### config.mk
export PLATFORM = sky130hd
export DESIGN_NAME = irq_controller
export DESIGN_NICKNAME = d
export VERILOG_FILES = /design/src/rtl/irq_controller.sv
export SDC_FILE = /design/constraint.sdc
export NUM_CORES = 1
export LEC_CHECK = 0
export ABC_AREA = 1
export CORE_MARGIN = 2
export CORE_UTILIZATION = 49
export CTS_BUF_LIST = sky130_fd_sc_hd__clkbuf_2 sky130_fd_sc_hd__clkbuf_4 sky130_fd_sc_hd__clkbuf_8
export CTS_CLUSTER_SIZE = 8
export DETAILED_ROUTE_END_ITERATION = 6
export PLACE_DENSITY = 0.76
export SLEW_MARGIN = 20
export SYNTH_ARGS = -nofsm -noshare
export SYNTH_HDL_FRONTEND = slang
export SYNTH_SLANG_ARGS = --single-unit
### constraint.sdc
create_clock -name clk -period 1.4 [get_ports clk]
set_clock_uncertainty 0.15 [all_clocks]
set_input_delay 0.14 -clock clk [delete_from_list [all_inputs] [get_ports clk]]
set_output_delay 0.14 -clock clk [all_outputs]
set_load 0.05 [all_outputs]
### src/rtl/irq_controller.sv
// Interrupt controller with per-source enable and edge/level mode, driving active-low IRQB.
// Define IRQ_CTRL_VECTOR_EN to build the ACTIVE priority encoder at 0xC; otherwise 0xC reads 0x00.
module irq_controller #(
  parameter int                     NUM_SOURCES  = 8,
  parameter logic [NUM_SOURCES-1:0] ENABLE_RESET = '1,
  parameter logic [NUM_SOURCES-1:0] EDGE_RESET   = '1
) (
  input  logic                   clk,
  input  logic                   rst,
  input  logic                   cs,
  input  logic                   rw,
  input  logic [3:0]             addr,
  input  logic [7:0]             data_in,
  output logic [7:0]             data_out,
  input  logic [NUM_SOURCES-1:0] src,
  output logic                   irq_n
);

  localparam int N = NUM_SOURCES;

  logic [N-1:0] s1_q, s1_d, s2_q, s2_d, s3_q, s3_d;
  logic [N-1:0] pending_q, pending_d, enable_q, enable_d, edge_q, edge_d;
  logic         gen_q, gen_d, irq_n_q, irq_n_d;

  logic         wr;
  logic [31:0]  lane_data, lane_mask;
  logic [N-1:0] wdata, wmask, rise, w1c;
  logic [31:0]  pend_w, enable_w, edge_w;
  logic [7:0]   active;
  logic         unused_lane_bits;

  // Place the written byte into its lane across the full 32-bit source space.
  always_comb begin
    wr        = cs && !rw;
    lane_data = {24'd0, data_in} << {addr[1:0], 3'b000};
    lane_mask = 32'h0000_00FF << {addr[1:0], 3'b000};
    wdata     = lane_data[N-1:0];
    wmask     = lane_mask[N-1:0];
  end

  assign unused_lane_bits = ^{lane_data, lane_mask};

  always_comb begin
    s1_d     = src;
    s2_d     = s1_q;
    s3_d     = s2_q;
    rise     = s2_q & ~s3_q;
    w1c      = (wr && addr[3:2] == 2'b00) ? wdata : '0;
    enable_d = enable_q;
    edge_d   = edge_q;
    gen_d    = gen_q;
    // A rise outranks a simultaneous clear; level-mode bits just track the synchroniser.
    pending_d = (edge_q & ((pending_q & ~w1c) | rise)) | (~edge_q & s2_q);
    if (wr && addr[3:2] == 2'b01) enable_d = (enable_q & ~wmask) | wdata;
    if (wr && addr[3:2] == 2'b10) edge_d = (edge_q & ~wmask) | wdata;
    if (wr && addr == 4'hD) gen_d = data_in[0];
    irq_n_d = ~(gen_q & |(pending_q & enable_q));
  end

`ifdef IRQ_CTRL_VECTOR_EN
  logic [N-1:0] hit;

  // Scanning from the top leaves the lowest enabled pending index in place.
  always_comb begin
    hit    = pending_q & enable_q;
    active = 8'h00;
    for (int i = N - 1; i >= 0; i--) begin
      if (hit[i]) active = {1'b1, 2'b00, 5'(i)};
    end
  end
`else
  assign active = 8'h00;
`endif

  always_comb begin
    pend_w           = '0;
    enable_w         = '0;
    edge_w           = '0;
    pend_w[N-1:0]    = pending_q;
    enable_w[N-1:0]  = enable_q;
    edge_w[N-1:0]    = edge_q;
    data_out         = 8'h00;
    case (addr[3:2])
      2'b00:   data_out = pend_w[{addr[1:0], 3'b000} +: 8];
      2'b01:   data_out = enable_w[{addr[1:0], 3'b000} +: 8];
      2'b10:   data_out = edge_w[{addr[1:0], 3'b000} +: 8];
      default: begin
        if (addr[1:0] == 2'b00) data_out = active;
        else if (addr[1:0] == 2'b01) data_out = {7'd0, gen_q};
      end
    endcase
  end

  always_ff @(posedge clk or posedge rst) begin
    if (rst) begin
      s1_q      <= '0;
      s2_q      <= '0;
      s3_q      <= '0;
      pending_q <= '0;
      enable_q  <= ENABLE_RESET;
      edge_q    <= EDGE_RESET;
      gen_q     <= 1'b1;
      irq_n_q   <= 1'b1;
    end else begin
      s1_q      <= s1_d;
      s2_q      <= s2_d;
      s3_q      <= s3_d;
      pending_q <= pending_d;
      enable_q  <= enable_d;
      edge_q    <= edge_d;
      gen_q     <= gen_d;
      irq_n_q   <= irq_n_d;
    end
  end

  assign irq_n = irq_n_q;

endmodule

# Yosys cells after proc, flatten, opt, wreduce, memory -nomap -nowiden

Cells that the tools add are included.

Word-level logic and storage cells: 47
Input bits: 24
Bits in registers: 50
Output and inout port bits: 9

Muxes and demuxes: 4
Reduce and logical (&&, ||, !) cells: 9
Equal/unequal tests: 4
Shift-type cells: 5
Bitwise operators: 17

Operators by type and width:

| operator                                                          | number |
|---|---|
| 32-bit by 6-bit indexed part select with 8-bit output             | 3 |
| 8-bit AND                                                         | 7 |
| 8-bit NOT                                                         | 4 |
| 8-bit bitwise OR                                                  | 4 |
| 8-bit case mux with 3 select lines                                | 1 |
| 8-bit 2-to-1 mux                                                  | 1 |
| 8-bit OR reduction                                                | 1 |
| 8-bit by 5-bit left shift with 8-bit output                       | 1 |
| 8-bit by 5-bit left shift with 8-bit output, first input constant | 1 |
| 1-bit logical AND                                                 | 5 |
| 2-bit by 1-bit == test with 1-bit output, second input constant   | 2 |
| 4-bit == test, second input constant                              | 1 |
| 2-bit logical NOT                                                 | 2 |
| 2-bit == test, second input constant                              | 1 |
| 1-bit 2-to-1 mux                                                  | 2 |
| 1-bit AND                                                         | 1 |
| 1-bit logical NOT                                                 | 1 |
| 1-bit NOT                                                         | 1 |

# Depth between registers and ports, before layout

Gate-level depths: netlist of run 1.

Word-level depth: 9
Mapped depth: 8
Gate-level depth less buffers: 7

# Least setup slack after synthesis of run 1

Ideal clock, no wire load.

Path type: input -> output
Start: in addr[2]
End: out data_out[5]
Data required time: 1110 ps
Path buffers: 1
Stages on the path: 6
Slack: -344 ps
Arrival time: 1454 ps
Cells stage by stage: inv_1 > ha_1 > buf_4 > nand2_1 > a21oi_1 > nor2_1

Longest elaborated chain between the ends: 2
Elaborated cells between the ends (all ways): 4
Those cells by class: eq/ne (2); mux (1); reduce/logical (1)

RTL lines:

| what                                   | line | source |
|---|---|---|
| start, declared                        | 12   | `input logic [3:0] addr,` |
| 2-bit == test (tied with other cells)  | 83   | `case (addr[3:2])` |
| 8-bit case mux with 3 select lines (*) | 83   |  |
| end, declared                          | 14   | `output logic [7:0] data_out,` |

Mark *: on every way between the ends. The rest lies on a longest branch, timed or not.

# Worst setup path after layout of run 1

Start: reg edge_q[3]
End: out data_out[3]

Longest elaborated chain between the ends: 2

RTL lines:

| what                                                  | line | source |
|---|---|---|
| start, declared                                       | 22   | `logic [N-1:0] pending_q, pending_d, enable_q, enable_d, edge_q, edge_d;` |
| start signal, assigned                                | 110  | `edge_q <= edge_d;` |
| 32-bit by 6-bit indexed part select with 8-bit output | 86   | `2'b10: data_out = edge_w[{addr[1:0], 3'b000} +: 8];` |
| 8-bit case mux with 3 select lines                    | 83   |  |

Every way passes these cells.

==> impl_results.md, run 1 <==
* Clock Latency Late Sink at 0.30 ns
* Clock Pin Slew Worst Setup and Hold Paths at around 0.09 ns
* Core ar. at between 4000 and 5000 um2
* Share of the synthesized area in the top cell type at 35.5%
* DR vias at between 1500 and 2000
* Top cells by count, synth: nand2_1, dfrtp_1, dfstp_2, nor2_1, inv_1
* Root Buffer: clkbuf_8
* Tightest Hold Check Type: in -> async
* Worst setup margin at -0.191 ns
* Drt wl/cell at about 15 um
* CTS tree: yes
* Final Hold Fails at 0
* Slew margin rel. at ~80%
* Antenna violations before repair at 0
* Mapped Nets at 290
* CTS Buf Count at 5
* Minimum clock period at between 1.5 and 2 ns
* Leakage at approximately 1.6 nW
* Fin crit share at 114%
* Post-DRT Antenna Nets at 0
* Req. time, crit path at around 1.1 ns
* Netlist cell types at 21
* Vias/cell at 5.00
* Nets at ~360
* Ys flop type: dfrtp_1
* Total power at between 3 and 4 mW
* Synth warn at 0
* Worst-margin pin slew at roughly 0.27 ns
* Count leader, synth: nand2_1
* DRT Pass-1 Iters at 4
* Critical Path Source Type: flip-flop
* Flops & latches, synth at 50
* Sequential-to-total area share from yosys stat at a little under three fifths
* Row cnt at 24
* Largest net degree at the start of global routing at between 50 and 60
* Placed cell area at 2950 um2
* Max-slew violation count at 0
* CP max FO at 2
* DIE HEIGHT at 71.9 um
* Vias in the first global route at a little under 2000
* Leading area contributor after synthesis: dfrtp_1
* Synthesized area at approximately 2300 um2
* Placed Cells at roughly 360
* H-tree levels at 2
* Final Cell Area at approximately 3300 um2
* Setup Viol. Count Final at 8
* Synth Area per Inst at a little under 9 um2
* IO Port Bufs at 32
* Layout area overhead at 47.0%
* Final Core Density at between 70 and 80%
* GPL Wtd Cong at a little under 0.8
* Max VDD drop at about 0.76 mV
* Worst setup EP type: primary output
* Starting density of the core at between 50% and 60%
* RSZ-0062 raised after global routing: true
* Total track usage at about a quarter
* Failing checks: negative setup slack
* Power Dens Cells at 1110 nW/um2
* Die X at around 70 um
* First-pass GRT wire length at roughly 9300 um
* # DRC at 0
* Antenna cells at 0
* Routed wire length at roughly 5600 um
* Gate Count Post-Synth at 261
* Asr flop ratio synth at 100%
* WS Path Type: reg -> out
* Die Area at between 5000 and 6000 um2
* Share of post-route cells with drive strength above 1 at between 30 and 40%
* Clk buf depth at 2
* Status: finished with violations
* Post-synth EDFFs at 0
* Crit path DAT at approximately 1.3 ns
* I/O Pins at 33
* Non-Filler Instances at 381
* FMAX at ~630 MHz
* Area contributors post-synth: dfrtp_1, nand2_1, dfstp_2
* Detailed Place HPWL at 3450 um
* Clock Sinks at 50
* Overflow after GRT at 0
* Initial DRC count at around 150
* Max cap viols at 0
state kept, by name, summed over array words and instances, names as in the netlist:
name,flops
pending_q,8
s1_q,8
enable_q,8
edge_q,8
s3_q,8
s2_q,8
irq_n,1
gen_q,1
worst paths after layout:
path                                       startpoint                 endpoint  slack (ns)  depth (start not counted)
worst min register to register      s1_q[1]$_DFF_PP0_        s2_q[1]$_DFF_PP0_        0.20                          0
max in group asynchronous                         rst  enable_q[6]$_DFFE_PP1P_        0.74                          3
worst max register to register  edge_q[3]$_DFFE_PP1P_   pending_q[3]$_DFF_PP0_        0.23                          5
min in group clk                               src[0]        s1_q[0]$_DFF_PP0_        0.11                          1
worst min-delay path                              rst        s3_q[1]$_DFF_PP0_        0.08                          3
worst max-delay path            edge_q[3]$_DFFE_PP1P_              data_out[3]       -0.19                          5
logic make-up (layout without fill, tap and decap cells):
group,Yosys count,after routing,share of synthesized area (%)
compound gates,15,15,3.32
fa+ha+maj,5,5,2.77
simple gates,168,168,32.1
flops,50,50,56.4
buf+inv,23,91,5.37
stage by stage:
stage | worst slack, ns | hold slack [ns] | TNS [ns]
floorplan | -0.00739 | 0.0214 | -0.0370
global route | -0.244 | 0.102 | -1.72
finish | -0.191 | 0.0830 | -1.38
CTS | -0.186 | 0.0944 | -1.26
global placement | -0.594 | 0.184 | -11.37
detailed placement | -0.613 | 0.186 | -11.73
timing repair:
action                                  CTS  global route
resized for setup                        49             9
pin swaps                                16             6
hold buffers                              0             0
setup buffers                             9             1
endpoints found under the setup margin   24             8
layout by cell type (no fill, tap or decap):
cell type | netlist | routed
buf_4 | 2 | 24
nand4_1 | 1 | 1
clkbuf_8 | 0 | 5
nand3_2 | 0 | 1
inv_2 | 4 | 6
buf_12 | 0 | 12
ha_1 | 5 | 1
ha_4 | 0 | 4
or2_4 | 0 | 1
clkdlybuf4s50_1 | 0 | 19
inv_4 | 2 | 2
dlygate4sd2_1 | 0 | 2
o21ai_2 | 0 | 7
nand2_1 | 130 | 120
nor2_8 | 2 | 2
nand2_4 | 3 | 3
clkinv_2 | 0 | 1
nand3_1 | 10 | 9
clkdlybuf4s15_2 | 0 | 2
a21oi_4 | 0 | 2
nand2_2 | 1 | 11
clkinvlp_4 | 0 | 1
buf_6 | 3 | 5
nor2_2 | 5 | 4
inv_1 | 12 | 9
nor2_4 | 1 | 9
o21ai_1 | 1 | 1
inv_6 | 0 | 1
nor2_1 | 14 | 7
buf_8 | 0 | 1
bufinv_16 | 0 | 1
a21oi_2 | 0 | 5
dfrtp_1 | 32 | 32
dfstp_2 | 18 | 18
layer usage:
metal  part of all wire, %  wire length, um  global-route usage, %
met5                     0                0                      0
met4                   1.7               97                   6.71
met3                   5.0              279                   4.31
met2                    51             2840                   41.0
met1                    42             2370                   30.3
where the power goes:
part	total [mW]	leakage, nW	switching [mW]	internal [mW]
Clock	1.03	0.0585	0.496	0.536
Sequential	1.80	0.561	0.128	1.68
Combinational	0.859	0.975	0.456	0.403
Total	3.69	1.59	1.08	2.62
area by class of cell:
type / count / area, um2
multi-input combinational: 188 / 1070
tap: 52 / 65.1
sequential: 50 / 1270
clock inverter: 3 / 43.8
clock buffer: 5 / 68.8
timing repair buffer: 65 / 722
fill: 304 / 1060
inverter: 18 / 76.3
critical path: stages, from the launching register on:
cell     delay [ns]
dfstp_2        0.56
nand2_2        0.06
nand2_2        0.06
a21oi_2        0.05
nor2_4         0.12
buf_12         0.14
Power figures use the tool's default switching activity.
==> run 2: changes to the inputs <==
CORE_MARGIN = 1   (was 2)
CORE_UTILIZATION = 45   (was 49)
PLACE_DENSITY = 0.71   (was 0.76)
==> run 2 against run 1 <==
Against the previous run: the run still ends with negative setup slack left; combinational power down 6.8%; first-iteration DRC count is 56% lower; routed wire length down 9.6%; register-to-register slack gained 0.06 ns; core utilization decreased by 9.0 points; die area is 2.7% higher; sequential share of layout area up 1.5 points; final cell count rose by 2.4%.
==> impl_results.md, run 2 (synthesis results as in run 1) <==
* Setup Viol. Count Final at 8
* Commonest non-fill, non-tap cell in the layout: nand2_1
* Die X at around 73 um
* RSZ-0062 raised after global routing: true
* Register-to-Register Path Depth at 6
* Clock Sinks at 50
* Crit path DAT at approximately 1.3 ns
* DR vias at 1857
* Fill cell count at approximately 380
* Row cnt at 25
* Failing checks: negative setup slack
* DRT Pass-1 Iters at 4
* Fin crit share at 113%
* Drt wl/cell at approximately 13 um
* Max incr delay on CP at around 0.54 ns
* Die Area at about 5300 um2
* CP Cell Sequence: nand2_1, nand3_1, nand3_2, nand2_2, buf_12
* Final Hold Fails at 0
* GR Util met2 at about a third
* Critical Path Source Type: flip-flop
* FMAX at 635 MHz
* Vias/cell at around 4.8
* Tightest Hold Check Type: in -> async
* Status: finished with violations
* Worst setup EP type: primary output
* Most frequent cells in the layout: nand2_1, dfrtp_1, buf_4
* Max cap viols at 0
* Max-slew violation count at 0
* CP max stage cell: dfstp_2
* H-tree levels at 2
* Nets at roughly 350
* Power Dens Cells at approximately 1100 nW/um2
* Clock Pin Slew Worst Setup and Hold Paths at around 0.09 ns
* Initial DRC count at 67
* Antenna cells at 0
* Routed wire length at between 5000 and 6000 um
* CTS Buf Count at 5
* Starting density of the core at a little under half
* Max VDD drop at a little under 0.8 mV
* # DRC at 0
* Layout area overhead at 41.4%
* Antenna violations before repair at 0
* Worst R2R Setup Slack at 0.29 ns
* GPL Wtd Cong at 0.797
* Req. time, crit path at roughly 1.1 ns
* CP max FO at 2
* I/O Pins at 33
* IO Port Bufs at 32
* Clk buf depth at 2
* Worst setup margin at -0.175 ns
* Leakage at 1.53 nW
* Most used routing layer: met2
* Overflow after GRT at 0
* Share of post-route cells with drive strength above 1 at a little over a third
* Root Buffer: clkbuf_8
* Vias in the first global route at 1813
* Non-Filler Instances at a little under 400
* RR Endpoint: irq_n$_DFF_PP1_
* Detailed Place HPWL at approximately 3300 um
* Met1 usage at 28.1%
* Worst-margin pin slew at about 0.28 ns
* Slew margin rel. at just over 80%
* WS Path Type: reg -> out
* Minimum clock period at around 1.6 ns
* Largest net degree at the start of global routing at 51
* Global routing usage on met3 at 3.18%
* First-pass GRT wire length at 8300 um
* DIE HEIGHT at ~73 um
* Place WS at -0.643 ns
* CTS tree: yes
* Post-DRT Antenna Nets at 0
* Placed Cells at around 370
* CTS Hold Bufs at 0
* Reg2Reg Launch Point: enable_q[0]$_DFFE_PP1P_
* Clock Latency Late Sink at roughly 0.3 ns
* Total track usage at roughly a fifth
* Core ar. at 4790 um2
## run 2: changes by cell type in the layout (fill, tap and decap cells not counted), sizes merged
cell	delta
buf	-4
clkdlybuf4s15	-2
bufinv	-1
clkbuf	+1
clkinv	-1
clkinvlp	+1
## run 2: timing repair
| action | CTS | global route |
|---|---|---|
| endpoints found under the setup margin | 24 | 8 |
| buffers inserted | 8 | 1 |
| pin swaps | 9 | 2 |
| resized for setup | 46 | 3 |
## run 2: worst max path at each step
stage	end	slack, ns	from	depth (start not counted)
2_1_floorplan	data_out[1]	-0.007	addr[2]	5
3_3_place_gp	data_out[7]	-0.61	addr[3]	8
3_5_place_dp	data_out[1]	-0.64	addr[2]	7
4_1_cts	data_out[3]	-0.19	edge_q[3]$_DFFE_PP1P_	5
5_1_grt	data_out[3]	-0.24	edge_q[3]$_DFFE_PP1P_	5
6_report	data_out[0]	-0.18	edge_q[0]$_DFFE_PP1P_	5
## run 2: worst max-delay path, delay by kind of cell, from the launching register on
family	cells	cell delay, ns
buf+inv	1	0.14
flops	1	0.54
simple gates	4	0.31
## run 2: stage by stage
| stage | area, um2 | power [mW] | hold slack [ns] | TNS, ns | util [%] |
|---|---|---|---|---|---|
| after CTS | 3170 | 3.50 | 0.0999 | -1.32 | 66.3 |
| after global placement | 2910 | 2.47 | 0.183 | -12.77 | 60.8 |
| after global routing | 3190 | 3.66 | 0.100 | -1.75 | 66.7 |
| after detailed placement | 2910 | 2.49 | 0.185 | -13.48 | 60.8 |
| final | 3190 | 3.50 | 0.0786 | -1.28 | 66.7 |
| after floorplan | 2320 | 2.19 | 0.0214 | -0.0370 | - |
## run 2: layout make-up
cell class                 count  area, um2  area share, %
clock buffer                   6       82.6           2.59
multi-input combinational    188       1020           32.0
sequential                    50       1270           39.9
tap                           67       83.8           2.63
timing repair buffer          59        639           20.0
clock inverter                 2       16.3          0.509
inverter                      18       76.3           2.39
## run 2: where the power goes
group,switching [mW],total [mW],internal [mW]
clock network,0.494,0.901,0.407
logic,0.430,0.801,0.372
registers,0.119,1.79,1.68
total,1.04,3.50,2.45
## run 2: layer usage
metal  share of wire [%]  vias up
met5                   0        -
met4                 1.8        0
met3                 4.1        9
met2                  49       43
met1                  45      882
li1                    -      923
==> run 3: changes to the inputs <==
CORE_MARGIN = 10   (was 1)
clock period = 1.3 ns   (was 1.4 ns; I/O delays follow)
==> run 3 against run 2 <==
Against the previous run: highest routed layer unchanged; first-iteration DRC count grew 81%; critical path type unchanged; flip-flop and latch count unchanged; clock power increased by 47%; setup slack got worse by 0.089 ns; core utilization increased by 2.1 points; the run still ends with negative setup slack left.
==> impl_results.md, run 3 (synthesis results as in run 1) <==
* Status: finished with violations
* Failing checks: negative setup slack
* Worst setup EP type: primary output
* Largest net degree at the start of global routing at 31
* WS Path Type: reg -> out
* Clock Sinks at 50
* CP top delay family: flip-flops
* Worst setup margin at -0.264 ns
* Post-DRT Antenna Nets at 0
* IO Port Bufs at 32
* Leakage at 1.60 nW
* Total power at a little over 4 mW
* Antenna cells at 0
* I/O Pins at 33
* Drt wl/cell at around 14 um
* H-tree levels at 2
* Slew margin rel. at between 80% and 90%
* Psw at 1.10 mW
* Die X at a little over 90 um
* Total track usage at 13.4%
* WL met1 at between 2000 and 2500 um
* Detailed Place HPWL at about 3700 um
* Internal power at ~3 mW
* Req. time, crit path at between 1 and 1.5 ns
* DR vias at between 1500 and 2000
* Max-slew violation count at 0
* Minimum clock period at around 1.6 ns
* Power Dens Cells at between 1000 and 1500 nW/um2
* GPL Wtd Cong at 0.830
* Worst-margin pin slew at approximately 0.28 ns
* Overflow after GRT at 0
* Max VDD drop at 0.640 mV
* Clk buf depth at 2
* Share of post-route cells with drive strength above 1 at 36.3%
* Cell mode on critical path: nand2_2
* Antenna violations before repair at 0
* First-pass GRT wire length at around 9000 um
* Clock Pin Slew Worst Setup and Hold Paths at roughly 0.09 ns
* CP max stage cell: dfstp_2
* CTS Hold Bufs at 0
* # DRC at 0
* Tightest Hold Check Type: in -> async
* CP Cell Sequence: nand2_2, nand2_2, a21oi_2, nor2_4, buf_12
* Fin crit share at 120%
* Core ar. at around 4800 um2
* Worst R2R Setup Slack at between 0.15 and 0.2 ns
* Reg2Reg Launch Point: edge_q[6]$_DFFE_PP1P_
* Final Hold Fails at 0
* Clk pwr share at a little under a third
* Die Area at about 8300 um2
* Commonest non-fill, non-tap cell in the layout: nand2_1
* FMAX at ~640 MHz
* Routed wire length at ~5500 um
* Crit path DAT at 1.28 ns
* Initial DRC count at about 120
* Flop pwr share at roughly 47%
* Setup Viol. Count Final at 8
* Uppermost routed layer: met4
* DIE HEIGHT at 90.8 um
* RR Endpoint: pending_q[6]$_DFF_PP0_
* Max incr delay on CP at 0.55 ns
* Switching Share at 26.5%
* Register-to-Register Path Depth at 5
* CTS Buf Count at 5
* Vias in the first global route at about 1900
* CP max FO at 2
* Starting density of the core at a little under half
* WL met2 at between 2000 and 3000 um
* RSZ-0062 raised after global routing: true
* Buf+Inv Stages, Crit Path at 1
* Row cnt at 25
* Vias/cell at roughly 4.8
* Place WS at -0.660 ns
* Clock Latency Late Sink at around 0.3 ns
* Max cap viols at 0
* Nets at 356
* CP Depth at 5
* DRT Pass-1 Iters at 4
* Gate power share at a little over a fifth
* WL met3 at about 330 um
* Most frequent cells in the layout: nand2_1, dfrtp_1, buf_4
* Layout area overhead at 45.8%
* Critical Path Source Type: flip-flop
* Root Buffer: clkbuf_8
* CTS tree: yes
==> run 3: worst max path at each step <==
stage                          start           to  slack (ns)
2_1_floorplan                addr[2]  data_out[1]       -0.02
4_1_cts        edge_q[6]$_DFFE_PP1P_  data_out[6]       -0.28
6_report       edge_q[6]$_DFFE_PP1P_  data_out[6]       -0.26
3_5_place_dp                 addr[2]  data_out[4]       -0.66
3_3_place_gp                 addr[2]  data_out[2]       -0.62
5_1_grt        edge_q[1]$_DFFE_PP1P_  data_out[1]       -0.31
==> run 3: worst min-delay path: cells and delay by family <==
family                 cells  cell delay, ns
buffers and inverters      3            0.73
==> run 3: power by group through the flow <==
stage / Clock (mW) / Combinational, mW / Sequential (mW)
after floorplan: 0 / 0.420 / 1.95
after global placement: 0 / 0.786 / 1.93
after detailed placement: 0 / 0.803 / 1.94
after CTS: 1.34 / 0.875 / 1.92
after global routing: 1.40 / 0.972 / 1.95
final: 1.32 / 0.891 / 1.93
==> run 3: timing repair <==
item,in CTS,in global routing
gates resized for setup,42,5
pin swaps,12,6
endpoints found under the setup margin,32,9
setup buffers,5,1
==> run 3: per-layer routing <==
layer	track usage, %	vias to the layer above
met4	5.09	0
li1	-	929
met2	22.2	52
met3	3.66	10
met5	0	-
met1	16.2	897
==> run 3: area by class of cell <==
cell class	count	area, um2
fill	365	1490
clock buffer	6	82.6
timing repair buffer	64	702
tap	67	83.8
inverter	18	78.8
sequential	50	1270
clock inverter	2	60.1
multi-input combinational	188	1010
==> run 3: stage by stage <==
stage	setup TNS, ns	hold slack, ns	cell area (um2)	utilization [%]	std cells
after global routing	-2.35	0.0509	3290	68.8	395
after global placement	-14.73	0.183	3020	63.1	381
after CTS	-1.96	0.0472	3270	68.4	394
final	-1.89	0.0455	3290	68.8	395
after detailed placement	-15.46	0.185	3020	63.1	381
after floorplan	-0.102	0.0114	2330	-	261
